$ cat config.mk
export PLATFORM = sky130hd
export DESIGN_NAME = usb_pkt_rx
export DESIGN_NICKNAME = d
export VERILOG_FILES = /design/src/rtl/usb_pkt_rx.sv
export SDC_FILE = /design/constraint.sdc
export NUM_CORES = 1
export LEC_CHECK = 0
export BUFFER_PORTS_ARGS = -buffer_cell sky130_fd_sc_hd__buf_2
export CORE_MARGIN = 8
export CORE_UTILIZATION = 56
export CTS_CLUSTER_SIZE = 10
export DETAILED_ROUTE_END_ITERATION = 10
export MAX_ROUTING_LAYER = met4
export PLACE_DENSITY = 0.77
export SKIP_CTS_REPAIR_TIMING = 1
export SYNTH_ARGS = -nofsm -noshare
export SYNTH_HDL_FRONTEND = slang
export SYNTH_SLANG_ARGS = --single-unit
$ cat constraint.sdc
create_clock -name clk -period 3 [get_ports clk]
set_input_delay 0.15 -clock clk [delete_from_list [all_inputs] [get_ports clk]]
set_output_delay 0.15 -clock clk [all_outputs]
set_load 0.02 [all_outputs]
$ cat src/rtl/usb_pkt_rx.sv
// rtl/usb_pkt_rx.sv - UTMI receive packet decoder: PID check, token decode, CRC5/CRC16 check, CRC strip
// Reports one pkt_done per packet with pass/fail status and error code.
module usb_pkt_rx #(
    parameter int MAX_DATA_LEN = 64
) (
    input  logic        clk,
    input  logic        rst,
    input  logic        rx_active,
    input  logic        rx_valid,
    input  logic        rx_error,
    input  logic [7:0]  rx_data,
    output logic [3:0]  pid,
    output logic        pid_valid,
    output logic        tok_valid,
    output logic [6:0]  tok_addr,
    output logic [3:0]  tok_endp,
    output logic [10:0] frame_num,
    output logic        data_valid,
    output logic [7:0]  data,
    output logic        pkt_done,
    output logic        pkt_ok,
    output logic        pkt_err,
    output logic [2:0]  err_code
);
    localparam int CW = $clog2(MAX_DATA_LEN + 4);
    localparam logic [CW-1:0] CNT_FULL = CW'(MAX_DATA_LEN + 2);
    localparam logic [CW-1:0] CNT_TWO  = CW'(2);

    typedef enum logic [2:0] {S_IDLE, S_PID, S_TOKEN, S_DATA, S_HSHK, S_DRAIN} state_t;
    state_t state, state_nx;

    logic          act_q;
    logic [CW-1:0] cnt;
    logic [4:0]    crc5;
    logic [15:0]   crc16;
    logic [7:0]    b1;
    logic [2:0]    b2;
    logic [7:0]    h0, h1;
    logic          e_rx, e_pid, e_ovf, e_len;
    logic          set_rx, set_pid, set_ovf, set_len;
    logic          byte_ok, pid_good, eop, end_ok;
    logic [2:0]    end_code;

    function automatic logic [4:0] crc5_byte(input logic [4:0] c, input logic [7:0] d);
        logic [4:0] r;
        r = c;
        for (int i = 0; i < 8; i++)
            r = (r[4] ^ d[i]) ? ({r[3:0], 1'b0} ^ 5'h05) : {r[3:0], 1'b0};
        return r;
    endfunction

    function automatic logic [15:0] crc16_byte(input logic [15:0] c, input logic [7:0] d);
        logic [15:0] r;
        r = c;
        for (int i = 0; i < 8; i++)
            r = (r[15] ^ d[i]) ? ({r[14:0], 1'b0} ^ 16'h8005) : {r[14:0], 1'b0};
        return r;
    endfunction

    assign byte_ok  = rx_active & rx_valid & ~rx_error;
    assign pid_good = (rx_data[7:4] == ~rx_data[3:0]);
    assign eop      = (state != S_IDLE) & ~rx_active;

    always_comb begin
        state_nx = state;
        set_rx   = 1'b0;
        set_pid  = 1'b0;
        set_ovf  = 1'b0;
        set_len  = 1'b0;
        if (state == S_IDLE) begin
            if (rx_active && !act_q) state_nx = S_PID;
        end else if (!rx_active) begin
            state_nx = S_IDLE;
        end else if (rx_error) begin
            set_rx   = 1'b1;
            state_nx = S_DRAIN;
        end else if (rx_valid) begin
            case (state)
                S_PID: begin
                    if (!pid_good) begin
                        set_pid  = 1'b1;
                        state_nx = S_DRAIN;
                    end else begin
                        case (rx_data[3:0])
                            4'h1, 4'h9, 4'hD, 4'h5: state_nx = S_TOKEN;
                            4'h3, 4'hB:             state_nx = S_DATA;
                            4'h2, 4'hA, 4'hE:       state_nx = S_HSHK;
                            default: begin
                                set_len  = 1'b1;
                                state_nx = S_DRAIN;
                            end
                        endcase
                    end
                end
                S_TOKEN: if (cnt == CNT_TWO) begin
                    set_len  = 1'b1;
                    state_nx = S_DRAIN;
                end
                S_DATA: if (cnt == CNT_FULL) begin
                    set_ovf  = 1'b1;
                    state_nx = S_DRAIN;
                end
                S_HSHK: begin
                    set_len  = 1'b1;
                    state_nx = S_DRAIN;
                end
                default: ;
            endcase
        end
    end

    // Latched errors outrank anything judged at end of packet.
    always_comb begin
        end_code = 3'd0;
        if (e_rx)       end_code = 3'd5;
        else if (e_pid) end_code = 3'd1;
        else if (e_ovf) end_code = 3'd6;
        else if (e_len) end_code = 3'd4;
        else begin
            case (state)
                S_PID:   end_code = 3'd4;
                S_TOKEN: if (cnt != CNT_TWO) end_code = 3'd4;
                         else if (crc5 != 5'b01100) end_code = 3'd2;
                S_DATA:  if (cnt < CNT_TWO) end_code = 3'd4;
                         else if (crc16 != 16'h800D) end_code = 3'd3;
                default: ;
            endcase
        end
        end_ok = (end_code == 3'd0);
    end

    always_ff @(posedge clk or posedge rst) begin
        if (rst) begin
            state <= S_IDLE;
            act_q <= 1'b0;
        end else begin
            state <= state_nx;
            act_q <= rx_active;
        end
    end

    always_ff @(posedge clk or posedge rst) begin
        if (rst) begin
            cnt <= '0; crc5 <= 5'h1F; crc16 <= 16'hFFFF;
            b1 <= '0; b2 <= '0; h0 <= '0; h1 <= '0;
            e_rx <= 1'b0; e_pid <= 1'b0; e_ovf <= 1'b0; e_len <= 1'b0;
            pid <= '0; pid_valid <= 1'b0; tok_valid <= 1'b0;
            tok_addr <= '0; tok_endp <= '0; frame_num <= '0;
            data_valid <= 1'b0; data <= '0;
            pkt_done <= 1'b0; pkt_ok <= 1'b0; pkt_err <= 1'b0; err_code <= '0;
        end else begin
            pid_valid  <= 1'b0;
            tok_valid  <= 1'b0;
            data_valid <= 1'b0;
            pkt_done   <= 1'b0;
            pkt_ok     <= 1'b0;
            pkt_err    <= 1'b0;
            err_code   <= 3'd0;
            if (state == S_IDLE) begin
                cnt <= '0; crc5 <= 5'h1F; crc16 <= 16'hFFFF;
                e_rx <= 1'b0; e_pid <= 1'b0; e_ovf <= 1'b0; e_len <= 1'b0;
            end else begin
                e_rx  <= e_rx  | set_rx;
                e_pid <= e_pid | set_pid;
                e_ovf <= e_ovf | set_ovf;
                e_len <= e_len | set_len;
            end
            if (byte_ok && state == S_PID && pid_good) begin
                pid       <= rx_data[3:0];
                pid_valid <= 1'b1;
            end
            if (byte_ok && state == S_TOKEN && cnt != CNT_TWO) begin
                crc5 <= crc5_byte(crc5, rx_data);
                cnt  <= cnt + 1'b1;
                if (cnt == '0) b1 <= rx_data;
                else           b2 <= rx_data[2:0];
            end
            // Two-byte holding pipe keeps the trailing CRC16 off the data output.
            if (byte_ok && state == S_DATA && cnt != CNT_FULL) begin
                crc16 <= crc16_byte(crc16, rx_data);
                cnt   <= cnt + 1'b1;
                h0    <= rx_data;
                h1    <= h0;
                if (cnt >= CNT_TWO) begin
                    data       <= h1;
                    data_valid <= 1'b1;
                end
            end
            if (eop) begin
                pkt_done <= 1'b1;
                pkt_ok   <= end_ok;
                pkt_err  <= ~end_ok;
                err_code <= end_code;
                if (state == S_TOKEN && end_ok) begin
                    tok_valid <= 1'b1;
                    tok_addr  <= b1[6:0];
                    tok_endp  <= {b2, b1[7]};
                    frame_num <= {b2, b1};
                end
            end
        end
    end
endmodule

==> metrics.md, run 1 <==
| Metric | Value |
|---|---|
| Hold crit path type | input port to register |
| Status | finished, final reports clean |
| Post-synthesis cell count | between 400 and 500 |
| Worst R2R Start | cnt[3]$_DFFE_PP0P_ |
| Sw Ratio | 31.7% |
| Setup crit start kind | register |
| FF+latch count, synth | 95 |
| Yosys synthesis warning count | 0 |
| Dpl hpwl | 7.01 mm |
| Final GP Congestion | 0.968 |
| Pre-CTS setup slack | 0.313 ns |
| CTS sink count | 95 |
| Share of cells above drive strength 1 | between 20% and 30% |
| Final period demand of the worst path | 2.70 ns |
| Pre-Repair DR Iteration Count | 4 |
| Largest net degree at the start of global routing | 96 |
| Antenna Cells | 0 |
| TritonCTS clock tree | done |
| Worst slew pin tran | 0.706 ns |
| DR DRC count | 0 |
| Max VDD drop | 0.250 mV |
| Psw | ~0.92 mW |
| Syn nets | 452 |
| WL final | between 9 and 10 mm |
| Reg-to-reg slack, setup | 0.30 ns |
| Flop pwr share | 49.6% |
| Core box area | 8090 um^2 |
| RR Endpoint | tok_addr[2]$_DFFE_PP0P_ |
| GR Util All Layers | a little under a fifth |
| H-Tree Depth | 3 |
| WHS Path Cells | 3 |
| Clk root buf | clkbuf_8 |
| Worst setup EP type | register |
| Worst-Skew Late Latency | approximately 0.37 ns |
| Routed len/inst | 16.9 um |
| CP Class | register to register |
| Ys async rst share | 100% |
| Combinational Power Share | 21.2% |
| CTS Buf Count | 9 |
| EDFF count, synth | 0 |
| Worst relative slew slack | 52.3% |
| Die Height | 107 um |
| Post-synthesis cell area | 4610 um^2 |
| Number of I/O pins | 56 |
| Syn Area/Cell | roughly 11 um^2 |
| Vias per std cell | around 5.6 |
| Final nets | between 400 and 500 |
| Synth unique cells | 49 |
| Worst Path Max Fanout | 11 |
| PwrDens | approximately 560 nW/um^2 |
| Clock buffer depth | 2 |
| Grt ovf | 0 |
| Total chip power | 2.90 mW |
| Worst clock skew | 0.0108 ns |
| Antenna viol nets, final | 0 |
| Max Slew Vio Count | 0 |
| Vias in the first global route | 3336 |
| RSZ-0062 raised after global routing | false |
| Final hold vios | 0 |
| Reg2Reg Depth | 7 |
| Internal power | 1.98 mW |
| First-pass GRT wire length | 16.8 mm |
| Period utilization | 90.0% |
| Die X | 107 um |
| Max-cap check violation count | 0 |
| Die ar. | 11400 um^2 |
| Pleak | 2.48 nW |
| Setup TNS | 0 ns |
| Final setup margin | 0.300 ns |
| Hold wc startpoint | rx_data[6] |
| Via count | 3277 |
| IO Port Bufs | 55 |
| Seq/Total Area, Yosys | 52.1% |
| Final setup violation count | 0 |
| Clock group share of total power | a little under 30% |
| Initial Util | a little under three fifths |
| 1st-iter DRT viols | roughly 220 |
| FP Rows | 33 |
| Worst path arrival time | 2.96 ns |
| Hold endpoint | h0[6]$_DFFE_PP0P_ |
| Reg clk slew, reported paths | 0.10 ns |
| Syn-to-layout area delta | 11.5% |
| Fmax | 370 MHz |
| Initial antenna violation count | 0 |
| Post-synth top flop | dfrtp_1 |
| CP Data Required Time | 3.26 ns |
## power groups by stage
stage | combinational, mW | sequential (mW) | clock (mW)
detailed placement | 0.607 | 1.46 | 0
CTS | 0.612 | 1.43 | 0.857
finish | 0.615 | 1.44 | 0.845
global placement | 0.590 | 1.46 | 0
global route | 0.680 | 1.45 | 0.906
floorplan | 0.403 | 1.48 | 0
## per-stage QoR
stage	util, %	std cells	cell area, um^2	hold WS (ns)
after floorplan	-	436	4610	0.181
after global placement	60.9	571	4930	0.289
after detailed placement	60.9	571	4930	0.295
after CTS	63.3	587	5130	-0.111
after global routing	63.6	589	5150	0.0871
final	63.6	589	5150	0.0714
## cells in the final DEF (no fill, tap or decap), drive strengths merged, types with 3 or more instances in the layout
| cell type | n |
|---|---|
| clkbuf | 10 |
| a31oi | 3 |
| xor2 | 16 |
| nor4 | 4 |
| mux2 | 36 |
| buf | 64 |
| inv | 10 |
| ha | 3 |
| nand3 | 5 |
| nor4b | 4 |
| nor2 | 23 |
| nand4 | 4 |
| dfrtp | 74 |
| nor3 | 11 |
| nor2b | 3 |
| nand2b | 5 |
| and3 | 4 |
| a21oi | 15 |
| o21ai | 38 |
| a41oi | 3 |
| xnor2 | 26 |
| nand2 | 73 |
| dfstp | 21 |
| mux2i | 3 |
## worst max path at each step
stage | from | endpoint | slack, ns | cells past startpoint
2_1_floorplan | rst | act_q$_DFF_PP0_ | 0.41 | 1
3_3_place_gp | cnt[3]$_DFFE_PP0P_ | tok_addr[2]$_DFFE_PP0P_ | 0.35 | 7
3_5_place_dp | cnt[3]$_DFFE_PP0P_ | tok_addr[2]$_DFFE_PP0P_ | 0.31 | 7
4_1_cts | cnt[3]$_DFFE_PP0P_ | tok_addr[2]$_DFFE_PP0P_ | 0.31 | 7
5_1_grt | cnt[3]$_DFFE_PP0P_ | tok_addr[2]$_DFFE_PP0P_ | 0.20 | 7
6_report | cnt[3]$_DFFE_PP0P_ | tok_addr[2]$_DFFE_PP0P_ | 0.30 | 7
## cells in the mapped netlist, types with 2 or more instances
library cell	number	area, um^2
xnor2_1	26	228
nor2b_1	3	18.8
buf_2	2	10.0
clkbuf_1	18	67.6
a41oi_1	3	26.3
mux2_2	26	293
dfstp_2	21	552
and3_1	4	25.0
ha_1	3	37.5
nand2_1	72	270
buf_6	2	22.5
nand3_1	5	25.0
nor4_1	4	25.0
a21oi_1	15	75.1
nand4_1	4	25.0
buf_4	11	82.6
mux2i_1	3	30.0
nor4b_1	4	35.0
a2111o_1	2	22.5
inv_1	9	33.8
o31a_1	2	17.5
mux2_4	10	150
nor2_1	22	82.6
and2_1	2	12.5
nand2b_1	5	31.3
o21ai_0	37	185
nor3_1	10	50.1
xor2_1	16	140
dfrtp_1	74	1850
a31oi_1	2	12.5
## cell type report
cell class | instances | area (um^2)
Inverter | 9 | 35.0
Clock inverter | 6 | 67.6
Tap cell | 105 | 131
Fill cell | 650 | 2950
Multi-Input combinational cell | 298 | 2010
Clock buffer | 10 | 128
Sequential cell | 95 | 2400
Timing Repair Buffer | 66 | 375
## cell families (layout without fill, tap and decap cells)
kind of cell | count (synthesis) | count (layout) | synth area share (%)
fa+ha+maj | 3 | 3 | 0.814
flops | 95 | 95 | 52.1
xor+xnor | 43 | 43 | 8.46
buf+inv | 43 | 91 | 4.77
simple gates | 144 | 144 | 14.8
mux | 39 | 39 | 10.2
compound gates | 69 | 69 | 8.79
## routing by layer
layer / share of wire (%) / routed length (um) / track usage, %
met1: 43 / 4320 / 23.1
met2: 49 / 4920 / 29.8
met3: 5.2 / 517 / 4.62
met4: 2.2 / 216 / 8.24
met5: 0 / 0 / -
## flip-flops by register name, indices dropped and copies added (netlist names), 4 cells and up
name and flops:
cnt 7, crc5 5, h1 8, tok_addr 6
data 8, h0 8, tok_endp 4, b1 8
pid 4, crc16 16
## worst max-delay path, stage by stage (launching register included)
cell	delay, ns
dfrtp_1	0.43
or4_1	0.72
nor2_8	0.17
nand2_2	0.07
a2111o_1	0.41
nor3_2	0.16
buf_4	0.27
mux2_2	0.36
Power figures use the tool's default switching activity.
==> run 2: changes to the inputs <==
--- a/config.mk
+++ b/config.mk
@@ -6,8 +6,10 @@
 export NUM_CORES = 1
 export LEC_CHECK = 0
 export BUFFER_PORTS_ARGS = -buffer_cell sky130_fd_sc_hd__buf_2
+export CORE_ASPECT_RATIO = 2
 export CORE_MARGIN = 8
 export CORE_UTILIZATION = 56
+export CTS_BUF_LIST = sky130_fd_sc_hd__clkbuf_16
 export CTS_CLUSTER_SIZE = 10
 export DETAILED_ROUTE_END_ITERATION = 10
 export MAX_ROUTING_LAYER = met4
==> metrics.md, run 2 (synthesis gave the netlist of run 1 again) <==
| Metric | Value |
|---|---|
| Pre-Repair DR Iteration Count | 5 |
| Max-cap check violation count | 0 |
| TritonCTS clock tree | done |
| CTS Buf Count | 9 |
| Worst relative slew slack | between 40% and 50% |
| Worst setup EP type | register |
| Sw Ratio | ~30% |
| Flop pwr share | 44.1% |
| Vias per std cell | 5.55 |
| H-Tree Depth | 3 |
| Setup crit start kind | register |
| Number of I/O pins | 56 |
| Combinational Power Share | 19.8% |
| Max reg flops | 16 |
| Total chip power | 3.21 mW |
| Worst path arrival time | 3.00 ns |
| Status | finished, final reports clean |
| Worst-Skew Late Latency | 0.35 ns |
| CP Data Required Time | approximately 3.2 ns |
| Hold crit path type | input port to register |
| RSZ-0062 raised after global routing | false |
| Final GP Congestion | 0.855 |
| Most frequent cells in the layout | dfrtp_1, nand2_1, buf_2, o21ai_0 |
| DR DRC count | 0 |
| Fmax | 362 MHz |
| Die Height | ~140 um |
| FP Rows | 47 |
| Worst R2R Start | cnt[3]$_DFFE_PP0P_ |
| Most common cell after layout, fill and taps aside | dfrtp_1 |
| Final setup violation count | 0 |
| Internal power | 2.25 mW |
| Die ar. | around 12000 um^2 |
| Clk root buf | clkbuf_16 |
| Core box area | ~8000 um^2 |
| Antenna viol nets, final | 0 |
| Final period demand of the worst path | 2.76 ns |
| GR Util All Layers | 19.5% |
| Worst Setup SP | cnt[3]$_DFFE_PP0P_ |
| Worst slew pin tran | 0.761 ns |
| IO Port Bufs | 55 |
| Reg with most FFs | crc16 |
| 1st-iter DRT viols | 285 |
| Via count | 3238 |
| Share of cells above drive strength 1 | 30.3% |
| Grt ovf | 0 |
| CTS sink count | 95 |
| WL final | 10.0 mm |
| Max VDD drop | 0.478 mV |
| Worst Path Max Fanout | 11 |
| Psw | 0.964 mW |
| Worst clock skew | roughly 0.0085 ns |
| Max Slew Vio Count | 0 |
| CP Class | register to register |
| Reg-to-reg slack, setup | 0.24 ns |
| Clock group share of total power | 36.1% |
| RR Endpoint | tok_addr[2]$_DFFE_PP0P_ |
| Dpl cells | 566 |
| Non-filler instance count after layout | 583 |
| Final nets | 496 |
| Antenna Cells | 0 |
| Initial antenna violation count | 0 |
| Reg2Reg Depth | 7 |
| Final hold vios | 0 |
| Reg clk slew, reported paths | roughly 0.07 ns |
| Initial Util | 56.9% |
| Vias in the first global route | 3354 |
| Die X | 80.2 um |
| Largest net degree at the start of global routing | 44 |
| First-pass GRT wire length | around 17 mm |
| Pleak | 2.54 nW |
| Clock buffer depth | 2 |
| Dpl hpwl | 6.95 mm |
| Syn-to-layout area delta | 13.5% |
| Worst setup path end | tok_addr[2]$_DFFE_PP0P_ |
| PwrDens | 614 nW/um^2 |
| Routed len/inst | 17.2 um |
| Period utilization | 92.1% |
| Setup TNS | 0 ns |
| Hold wc startpoint | rx_active |
[run 2: cell types whose count changed in the layout (fill, tap and decap cells not counted), sizes merged]
cell	previous run	this run
clkbuf	10	9
buf	64	66
clkinv	2	3
dlygate4sd3	2	1
[run 2: per-stage QoR]
step	hold WS [ns]	util, %	setup slack, ns	cell area [um^2]
finish	0.0359	64.6	0.238	5240
global placement	0.299	60.7	0.324	4920
detailed placement	0.310	60.7	0.300	4920
CTS	-0.0611	64.4	0.242	5230
floorplan	0.181	-	0.408	4610
global route	0.0364	64.6	0.0990	5240
[run 2: area by class of cell]
| cell class | instances | area, um^2 |
|---|---|---|
| Sequential cell | 95 | 2400 |
| Timing Repair Buffer | 67 | 368 |
| Clock inverter | 7 | 78.8 |
| Tap cell | 98 | 123 |
| Multi-Input combinational cell | 298 | 2010 |
| Inverter | 9 | 35.0 |
| Fill cell | 640 | 2880 |
| Clock buffer | 9 | 225 |
[run 2: how the worst min path moves through the flow]
stage / cells past startpoint / end / slack, ns
global placement: 2 / h0[0]$_DFFE_PP0P_ / 0.30
finish: 1 / act_q$_DFF_PP0_ / 0.04
detailed placement: 2 / h0[2]$_DFFE_PP0P_ / 0.31
floorplan: 0 / act_q$_DFF_PP0_ / 0.18
global route: 1 / act_q$_DFF_PP0_ / 0.04
CTS: 2 / h0[2]$_DFFE_PP0P_ / -0.06
[run 2: per-layer routing]
layer  share of wire (%)  global-route usage, %  vias to the layer above
li1                    -                      -                     1557
met1                  41                   24.0                     1575
met2                  52                   31.4                       93
met3                 5.4                   3.42                       13
met4                 1.5                   6.76                        0
met5                   0                      -                        -
[run 2: worst max-delay path, stage by stage (launching register included)]
cell	delay [ns]
dfrtp_1	0.43
or4_1	0.73
nor2_8	0.16
nand2_2	0.07
a2111o_1	0.41
nor3_2	0.19
buf_4	0.28
mux2_2	0.37
[run 2: power groups by stage]
stage | Sequential, mW | Clock, mW | Combinational, mW
floorplan | 1.48 | 0 | 0.403
finish | 1.42 | 1.16 | 0.636
CTS | 1.42 | 1.18 | 0.637
detailed placement | 1.44 | 0 | 0.631
global placement | 1.44 | 0 | 0.627
global route | 1.43 | 1.24 | 0.711
==> run 3: changes to the inputs <==
--- a/config.mk
+++ b/config.mk
@@ -5,15 +5,15 @@
 export SDC_FILE = /design/constraint.sdc
 export NUM_CORES = 1
 export LEC_CHECK = 0
+export ABC_AREA = 1
 export BUFFER_PORTS_ARGS = -buffer_cell sky130_fd_sc_hd__buf_2
 export CORE_ASPECT_RATIO = 2
 export CORE_MARGIN = 8
-export CORE_UTILIZATION = 56
+export CORE_UTILIZATION = 35
 export CTS_BUF_LIST = sky130_fd_sc_hd__clkbuf_16
 export CTS_CLUSTER_SIZE = 10
 export DETAILED_ROUTE_END_ITERATION = 10
 export MAX_ROUTING_LAYER = met4
-export PLACE_DENSITY = 0.77
 export SKIP_CTS_REPAIR_TIMING = 1
 export SYNTH_ARGS = -nofsm -noshare
 export SYNTH_HDL_FRONTEND = slang
==> constraint.sdc (replaced) <==
create_clock -name clk -period 3 [get_ports clk]
set_input_delay 0.15 -clock clk [delete_from_list [all_inputs] [get_ports clk]]
set_output_delay 0.15 -clock clk [all_outputs]
set_load 0.05 [all_outputs]
==> metrics.md, run 3 <==
| Metric | Value |
|---|---|
| Status | finished, final reports clean |
| Worst setup path end | crc16[2]$_DFFE_PP1P_ |
| Period utilization | between 80% and 90% |
| Worst relative slew slack | 58.2% |
| Core box area | 13400 um^2 |
| Yosys synthesis warning count | 0 |
| Share of cells above drive strength 1 | between 20% and 30% |
| Pleak | 2.80 nW |
| TritonCTS clock tree | done |
| Max VDD drop | 0.276 mV |
| Worst setup EP type | register |
| Final hold vios | 0 |
| GR Util All Layers | 14.3% |
| IO Port Bufs | 55 |
| DP Area | around 5100 um^2 |
| Most frequent cells in the layout | nand2_1, inv_1, dfrtp_1, buf_2, o21ai_0 |
| Clock buffer depth | 2 |
| Dpl hpwl | 8.93 mm |
| Syn nets | ~560 |
| Setup TNS | 0 ns |
| Final setup violation count | 0 |
| Vias in the first global route | 3967 |
| Final nets | 606 |
| Max reg flops | 16 |
| EDFF count, synth | 0 |
| Worst Path Max Fanout | 18 |
| Hold crit path type | input port to register |
| Setup crit start kind | register |
| Worst path arrival time | about 2.7 ns |
| First-pass GRT wire length | around 20 mm |
| Worst-Skew Late Latency | 0.34 ns |
| Initial antenna violation count | 0 |
| Final GP Congestion | 0.945 |
| Dpl cells | 732 |
| Worst R2R Start | cnt[0]$_DFFE_PP0P_ |
| Max-cap check violation count | 0 |
| Final Instance Area | 5450 um^2 |
| Top cell type's share of synthesized area | between 30% and 40% |
| H-Tree Depth | 3 |
| Ys async rst share | 100% |
| RSZ-0062 raised after global routing | false |
| Syn-to-layout area delta | 14.4% |
| Die Height | roughly 180 um |
| Synth cell count leaders | nand2_1, inv_1, dfrtp_1 |
| WL final | 11.9 mm |
| DR DRC count | 0 |
| Die ar. | 17800 um^2 |
| Post-synthesis cell count | approximately 540 |
| Worst clock skew | 0.00896 ns |
| Via count | 3717 |
| CTS sink count | 95 |
| Max Slew Vio Count | 0 |
| Most common cell after layout, fill and taps aside | nand2_1 |
| Initial Util | 35.7% |
| Cell with the most instances after synthesis | nand2_1 |
| Die X | about 99 um |
| Antenna Cells | 0 |
| 1st-iter DRT viols | 190 |
| Post-synthesis cell area | between 4000 and 5000 um^2 |
| Reg2Reg Depth | 13 |
| Number of I/O pins | 56 |
| CTS Buf Count | 9 |
| Post-synth top flop | dfrtp_1 |
| Grt ovf | 0 |
| Top post-synthesis cells by area | dfrtp_1, dfstp_2, nand2_1 |
| Total chip power | 3.38 mW |
| FF+latch count, synth | between 90 and 100 |
| Clk root buf | clkbuf_16 |
| Worst slew pin tran | 0.627 ns |
| Syn Area/Cell | between 8 and 9 um^2 |
| RR Endpoint | crc16[2]$_DFFE_PP1P_ |
| CP Data Required Time | 3.28 ns |
| Non-filler instance count after layout | 750 |
| Pre-Repair DR Iteration Count | 4 |
| Antenna viol nets, final | 0 |
| FP Rows | 60 |
| Reg with most FFs | crc16 |
| Worst Setup SP | cnt[0]$_DFFE_PP0P_ |
| Vias per std cell | 4.96 |
| Synth unique cells | 40 |
| Reg-to-reg slack, setup | 0.54 ns |
| PwrDens | 619 nW/um^2 |
| Routed len/inst | 15.8 um |
| Seq/Total Area, Yosys | 50.4% |
| CP Class | register to register |
| Reg clk slew, reported paths | 0.06 ns |
| Largest net degree at the start of global routing | 96 |
| Final period demand of the worst path | 2.46 ns |
| Fmax | 407 MHz |
| Post-synth top area cell | dfrtp_1 |
[run 3: report_power, final]
group	internal, mW	total (mW)	switching, mW
clock	0.725	1.21	0.486
sequential	1.36	1.41	0.0453
combinational	0.197	0.758	0.561
total	2.28	3.38	1.09
[run 3: cell families after synthesis]
logic type,count (synthesis),share of synthesized area [%]
compound gates,99,11.7
buf+inv,107,10.1
simple gates,209,21.6
xor+xnor,28,5.46
flops,95,50.4
fa+ha+maj,3,0.788
[run 3: worst min-delay path by stage]
stage	cells past startpoint	end	start
finish	3	e_len$_DFF_PP0_	rx_valid
global route	3	e_len$_DFF_PP0_	rx_valid
CTS	3	data_valid$_DFF_PP0_	rst
detailed placement	3	data_valid$_DFF_PP0_	rst
global placement	3	data_valid$_DFF_PP0_	rst
floorplan	0	act_q$_DFF_PP0_	rx_active
[run 3: final cells by class]
cell class                      count  area (um^2)
Clock buffer                        9          225
Clock inverter                      7         87.6
Fill cell                        1326         7910
Inverter                           84          322
Multi-Input combinational cell    339         1880
Sequential cell                    95         2400
Tap cell                          155          194
Timing Repair Buffer               61          338
[run 3: routing by layer]
layer	vias to the layer above	part of all wire (%)	track usage, %
li1	1813	-	-
met1	1785	36	13.5
met2	92	56	26.3
met3	27	4.4	3.00
met4	0	3.6	7.18
met5	-	0	-
[run 3: through the flow]
step	hold WS [ns]	utilization, %	setup WS [ns]
after CTS	-0.0709	40.6	0.551
after floorplan	0.181	-	0.408
after global routing	0.136	40.8	0.363
final	0.125	40.8	0.544
after global placement	0.287	38.3	0.611
after detailed placement	0.297	38.3	0.556
[run 3: worst max-delay path, cell delays in order, from the launching register on]
cell and delay [ns]:
dfrtp_1 0.42, inv_1 0.10, ha_1 0.19, inv_1 0.06, nor2_2 0.13, inv_2 0.05, nor3_1 0.21, or2_1 0.21
nor2_4 0.13, nor2_2 0.34, inv_1 0.16, or2_2 0.30, nand2_1 0.06, inv_1 0.04
